$ cat src/rtl/dutycycle_ctrl_pkg.sv
// Shared types and helpers for the duty-cycle divider controller.
package dutycycle_ctrl_pkg;

  typedef enum logic [1:0] {
    IDLE,
    RUN,
    STOP
  } state_t;

  localparam int MIN_DIV = 2;

  // High time of a period: odd divisors get the extra cycle in the high phase.
  function automatic logic [31:0] half_ceil(input logic [31:0] n);
    return (n + 32'd1) >> 1;
  endfunction

endpackage

$ cat src/rtl/dutycycle_ctrl_if.sv
// Divisor configuration port: valid/ready transfer plus a reject pulse.
interface dutycycle_ctrl_if #(
  parameter int WIDTH = 8
);
  logic             cfg_valid;
  logic [WIDTH-1:0] cfg_div;
  logic             cfg_ready;
  logic             cfg_err;

  modport master (output cfg_valid, output cfg_div, input cfg_ready, input cfg_err);
  modport slave  (input cfg_valid, input cfg_div, output cfg_ready, output cfg_err);
endinterface

$ cat src/rtl/div_phase_gen.sv
// Period counter and registered divided waveform for the currently applied divisor.
module div_phase_gen
  import dutycycle_ctrl_pkg::*;
#(
  parameter int WIDTH = 8
) (
  input  logic             clk,
  input  logic             reset,
  input  logic             run,
  input  logic [WIDTH-1:0] div,
  output logic             clk_out,
  output logic             period_done
);

  logic [WIDTH-1:0] cnt;
  logic [WIDTH-1:0] cnt_inc;
  logic             active;
  logic             last;

  assign last        = (cnt == div - WIDTH'(1));
  assign period_done = active && last;
  assign cnt_inc     = cnt + WIDTH'(1);

  // A fresh start and a period wrap both begin at cnt=0, which is always high.
  always_ff @(posedge clk) begin
    if (!reset || !run) begin
      cnt     <= '0;
      clk_out <= 1'b0;
      active  <= 1'b0;
    end else if (!active || last) begin
      cnt     <= '0;
      clk_out <= 1'b1;
      active  <= 1'b1;
    end else begin
      cnt     <= cnt_inc;
      clk_out <= (32'(cnt_inc) < half_ceil(32'(div)));
    end
  end

endmodule

$ cat src/rtl/dutycycle_ctrl.sv
// Start/stop sequencing and glitch-free divisor updates for the 50%-duty clock divider.
module dutycycle_ctrl
  import dutycycle_ctrl_pkg::*;
#(
  parameter int WIDTH       = 8,
  parameter int DEFAULT_DIV = 10
) (
  input  logic             clk,
  input  logic             reset,
  input  logic             en,
  dutycycle_ctrl_if.slave  cfg,
  output logic             clk_out,
  output logic             period_done,
  output logic             busy
);

  state_t           state;
  state_t           state_nxt;
  logic [WIDTH-1:0] div_cur;
  logic [WIDTH-1:0] div_nxt;
  logic             pend;
  logic             xfer;
  logic             div_ok;
  logic             run;

  assign cfg.cfg_ready = !pend;
  assign xfer          = cfg.cfg_valid && !pend;
  assign div_ok        = (cfg.cfg_div >= WIDTH'(MIN_DIV));
  assign busy          = (state != IDLE);
  assign run           = (state_nxt != IDLE);

  always_ff @(posedge clk) begin
    if (!reset) begin
      state <= IDLE;
    end else begin
      state <= state_nxt;
    end
  end

  always_comb begin
    state_nxt = state;
    unique case (state)
      IDLE:    if (en) state_nxt = RUN;
      RUN:     if (!en) state_nxt = STOP;
      STOP: begin
        if (en) begin
          state_nxt = RUN;
        end else if (period_done) begin
          state_nxt = IDLE;
        end
      end
      default: state_nxt = IDLE;
    endcase
  end

  // A divisor left pending by a transfer in the final boundary is applied once idle.
  always_ff @(posedge clk) begin
    if (!reset) begin
      div_cur     <= WIDTH'(DEFAULT_DIV);
      div_nxt     <= '0;
      pend        <= 1'b0;
      cfg.cfg_err <= 1'b0;
    end else begin
      cfg.cfg_err <= xfer && !div_ok;
      if (pend && (period_done || state == IDLE)) begin
        div_cur <= div_nxt;
        pend    <= 1'b0;
      end
      if (xfer && div_ok) begin
        if (state == IDLE) begin
          div_cur <= cfg.cfg_div;
        end else begin
          div_nxt <= cfg.cfg_div;
          pend    <= 1'b1;
        end
      end
    end
  end

  div_phase_gen #(
    .WIDTH(WIDTH)
  ) u_phase (
    .clk        (clk),
    .reset      (reset),
    .run        (run),
    .div        (div_cur),
    .clk_out    (clk_out),
    .period_done(period_done)
  );

endmodule

$ cat src/flat_wrapper.sv
// flat-port wrapper written by rule: the top's interface ports become plain ports
module dutycycle_ctrl_flat import dutycycle_ctrl_pkg::*;
#(
  parameter int WIDTH       = 8,
  parameter int DEFAULT_DIV = 10
)
  (clk, reset, en, clk_out, period_done, busy, cfg_cfg_valid, cfg_cfg_div, cfg_cfg_ready, cfg_cfg_err);
  dutycycle_ctrl_if #(.WIDTH(WIDTH)) cfg_i ();
  input  logic clk;
  input  logic reset;
  input  logic en;
  output logic clk_out;
  output logic period_done;
  output logic busy;
  input wire logic [$bits(cfg_i.cfg_valid)-1:0] cfg_cfg_valid;
  input wire logic [$bits(cfg_i.cfg_div)-1:0] cfg_cfg_div;
  output wire logic [$bits(cfg_i.cfg_ready)-1:0] cfg_cfg_ready;
  output wire logic [$bits(cfg_i.cfg_err)-1:0] cfg_cfg_err;
  assign cfg_i.cfg_valid = cfg_cfg_valid;
  assign cfg_i.cfg_div = cfg_cfg_div;
  assign cfg_cfg_ready = cfg_i.cfg_ready;
  assign cfg_cfg_err = cfg_i.cfg_err;
  dutycycle_ctrl #(.WIDTH(WIDTH), .DEFAULT_DIV(DEFAULT_DIV)) u_core (.clk(clk), .reset(reset), .en(en), .cfg(cfg_i), .clk_out(clk_out), .period_done(period_done), .busy(busy));
endmodule
$ cat config.mk
export PLATFORM = sky130hd
export DESIGN_NAME = dutycycle_ctrl_flat
export DESIGN_NICKNAME = d
export VERILOG_FILES = /design/src/rtl/dutycycle_ctrl_pkg.sv /design/src/rtl/dutycycle_ctrl_if.sv /design/src/rtl/div_phase_gen.sv /design/src/rtl/dutycycle_ctrl.sv /design/src/flat_wrapper.sv
export SDC_FILE = /design/constraint.sdc
export NUM_CORES = 1
export LEC_CHECK = 0
export ABC_AREA = 0
export BUFFER_PORTS_ARGS = -buffer_cell sky130_fd_sc_hd__clkbuf_2
export CORE_MARGIN = 4
export CORE_UTILIZATION = 30
export CTS_CLUSTER_DIAMETER = 200
export CTS_CLUSTER_SIZE = 30
export DETAILED_ROUTE_END_ITERATION = 8
export PLACE_DENSITY = 0.56
export SLEW_MARGIN = 40
export SYNTH_ARGS = -nofsm -noshare
export SYNTH_HDL_FRONTEND = slang
export SYNTH_HIERARCHICAL = 1
export SYNTH_SLANG_ARGS = --single-unit
$ cat constraint.sdc
create_clock -name clk -period 4.8 [get_ports clk]
set_input_delay 0.24 -clock clk [delete_from_list [all_inputs] [get_ports clk]]
set_output_delay 0.24 -clock clk [all_outputs]
set_load 0.01 [all_outputs]
==> results.json <==
{
  "dominantRegCellSynth": "sky130_fd_sc_hd__dfxtp_1",
  "tns_ns": 0,
  "synthesis.area_um2": 1899,
  "cpMostUsedCell": "sky130_fd_sc_hd__inv_1",
  "routed_wire_length_per_instance_um": 13.09,
  "total_setup_violations_reported_at_the_end_of_the_flow": 0,
  "layout-drive-gt1-share_pct": 17.03,
  "synth_sequential_area_ratio_pct": 31.62,
  "antenna_found_initial": 0,
  "cts.sink_count": 30,
  "h-tree-depth": 2,
  "yosys_register_bits": 30,
  "dr_total_vias": 1487,
  "yosys_warnings": 6,
  "nets": 250,
  "worstSetupStartpointType": "flip-flop",
  "timing.fmax_ghz": 0.3277,
  "start_util_pct": 31.52,
  "worst-setup-path-type": "flip-flop to flip-flop",
  "global_route.usage.total_pct": 11.47,
  "postSynth.asyncResetShare_pct": 0,
  "rsz0062_at_grt": "false",
  "final.setup_skew_ns": 0.007410,
  "rows": 28,
  "ctsRootBufferMaster": "sky130_fd_sc_hd__clkbuf_8",
  "min_period_over_period_pct": 63.58,
  "first_global_vias": 1461,
  "drtAntennaViolNets": 0,
  "worstPathArrival_ns": 3.22,
  "post_cts_resize_count": 0,
  "clk_path_buf_depth": 2,
  "hpwlAfterDp_um": 3059,
  "hold_violations": 0,
  "numPortBuffers": 16,
  "critPathCaptureType": "flip-flop",
  "finish.instance_area_um2": 2092,
  "route.detailed.vias_per_inst": 4.891,
  "tritoncts.num_buffers": 5,
  "grt_first_pass_wirelength_um": 6969,
  "timing.critical_path.slowest_stage_cell": "sky130_fd_sc_hd__dfxtp_1",
  "min_period_ns": 3.052,
  "clk_latency_ns": 0.28,
  "power_density_nw_per_um2": 281.7,
  "timing.critical_path.required_ns": 4.97,
  "cts_tree": "done",
  "post_synth_edffs": 0,
  "detail_route.wirelength_um": 3980,
  "syn_area_per_cell_um2": 8.834,
  "register_clock_pin_slew_on_the_reported_worst_setup_and_hold_paths_ns": 0.07,
  "insertedDiodeCount": 0,
  "class_of_the_most_critical_hold_timing_path": "input port to flip-flop",
  "syn-instance-count": 215,
  "crit_chain": "inv_1 -> ha_1 -> xor2_1 -> nand2_1 -> nor4b_2 -> and2b_1 -> and3_1 -> inv_1 -> a21oi_1 -> o21ai_0 -> and2_1 -> nor2b_1 -> a31o_2",
  "die_y_um": 87.57,
  "ios": 17,
  "outcome": "finished clean",
  "p_leak_nw": 0.8717,
  "synthesis.nets": 237,
  "gr-total-overflow": 0,
  "maxCapViolCount": 0,
  "dr.pass1.iters": 4,
  "die_w_um": 87.57,
  "synth.lib_cells_used.distinct": 48,
  "final_weighted_congestion_in_routability_driven_placement": 0.7908,
  "cts_hold_repair.buffers": 0,
  "dieArea_um2": 7669,
  "finalMaxSlewViolations": 0,
  "postCtsSetupBuffers": 0,
  "grt_max_degree": 15,
  "floorplan.core_area_um2": 6026,
  "worst-slew-pin-transition_ns": 0.4542,
  "dpl-instance-area_um2": 2001,
  "drt_first_iter_violations": 52,
  "area_growth_syn_to_layout_pct": 10.15,
  "critical_path.max_stage_delay_ns": 0.51,
  "worst_rel_slew_slack_pct": 69.72,
  "critPathMaxFanout": 10,
  "largest_vdd_supply_drop_mv": 0.1639,
  "drc_errors": 0
}
[area by class of cell]
class / instances / area, µm²
Inverter: 8 / 30.03
Fill cell: 651 / 3934
Timing Repair Buffer: 17 / 87.58
Clock buffer: 7 / 86.33
Sequential cell: 30 / 600.6
Tap cell: 75 / 93.84
Clock inverter: 1 / 5.005
Multi-Input combinational cell: 166 / 1189
[sequential cells by signal, summed over array words and instances, names as in the netlist]
register / flops
u_core/cfg.cfg_err: 1
u_core/div_cur: 8
u_core/div_nxt: 8
u_core/pend: 1
u_core/state: 2
u_core/u_phase/active: 1
u_core/u_phase/clk_out: 1
u_core/u_phase/cnt: 8
[logic make-up (layout without fill, tap and decap cells)]
family	count (synthesis)	after routing	share of synthesized area, %
buffers and inverters	19	33	5.796
xor gates and xnor gates	21	21	9.684
AOI/OAI and AO/OA	48	48	16.93
adders and majority gates	10	10	6.588
muxes	15	15	7.905
DFF	30	30	31.62
and+or+nand+nor	72	72	21.48
[synth_stat cells, drive strengths merged (8+ instances only)]
cell | number | area (µm²)
inv | 8 | 30.03
nor2 | 16 | 60.06
mux2i | 15 | 150.1
nand3 | 9 | 45.04
buf | 9 | 71.31
dfxtp | 30 | 600.6
ha | 10 | 125.1
a21oi | 16 | 80.08
nand2 | 18 | 70.07
xnor2 | 9 | 78.83
o21ai | 12 | 60.06
xor2 | 12 | 105.1
[power by group]
part	switching [mW]	leakage (nW)	internal, mW
clock	0.0938	0.0482	0.115
sequential	0.0198	0.245	0.261
combinational	0.0537	0.578	0.0453
[worst max-delay path: cells and delay by family, from the launching register on]
family	cells	cell delay [ns]
xor+xnor	1	0.15
simple gates	6	1.35
fa+ha+maj	1	0.32
flops	1	0.51
buf+inv	2	0.16
compound gates	3	0.44
[cells in the final DEF (no fill, tap or decap), types with 6 or more instances in the layout]
master                     instances
sky130_fd_sc_hd__o21ai_1          10
sky130_fd_sc_hd__mux2i_1          15
sky130_fd_sc_hd__nand2_1          17
sky130_fd_sc_hd__xor2_1           12
sky130_fd_sc_hd__ha_1             10
sky130_fd_sc_hd__inv_1             8
sky130_fd_sc_hd__nor2_1           16
sky130_fd_sc_hd__a21oi_1          16
sky130_fd_sc_hd__xnor2_1           9
sky130_fd_sc_hd__clkbuf_8          6
sky130_fd_sc_hd__clkbuf_2         16
sky130_fd_sc_hd__nand3_1           9
sky130_fd_sc_hd__dfxtp_1          30
[worst paths after layout]
path                     start                      to  slack (ns)  depth (start not counted)
min                         en         u_core/state[1]        0.15                          2
max reg2reg  u_core/div_cur[0]  u_core/u_phase/clk_out        1.75                         13
max          u_core/div_cur[0]  u_core/u_phase/clk_out        1.75                         13
min reg2reg  u_core/div_nxt[3]       u_core/div_nxt[3]        0.49                          2
[routing by layer]
| metal | global-route usage, % | part of all wire, % | up-vias |
|---|---|---|---|
| met3 | 3.010 | 3.6 | 10 |
| met1 | 15.13 | 49 | 663 |
| met4 | 5.160 | 2.0 | 0 |
| met5 | 0 | 0 | - |
| met2 | 17.53 | 45 | 31 |
| li1 | - | - | 783 |
[per-stage QoR]
step	total power [mW]	cells	setup WS (ns)	util [%]	hold WS (ns)
after global routing	0.6227	304	1.438	34.72	0.1496
after detailed placement	0.3852	296	1.771	33.20	0.4522
after CTS	0.5964	304	1.759	34.72	0.1403
after global placement	0.3846	296	1.865	33.20	0.4558
after floorplan	0.3646	215	2.071	-	0.3185
final	0.5893	304	1.748	34.72	0.1495
Note: power is estimated with default switching activity, not from simulation.
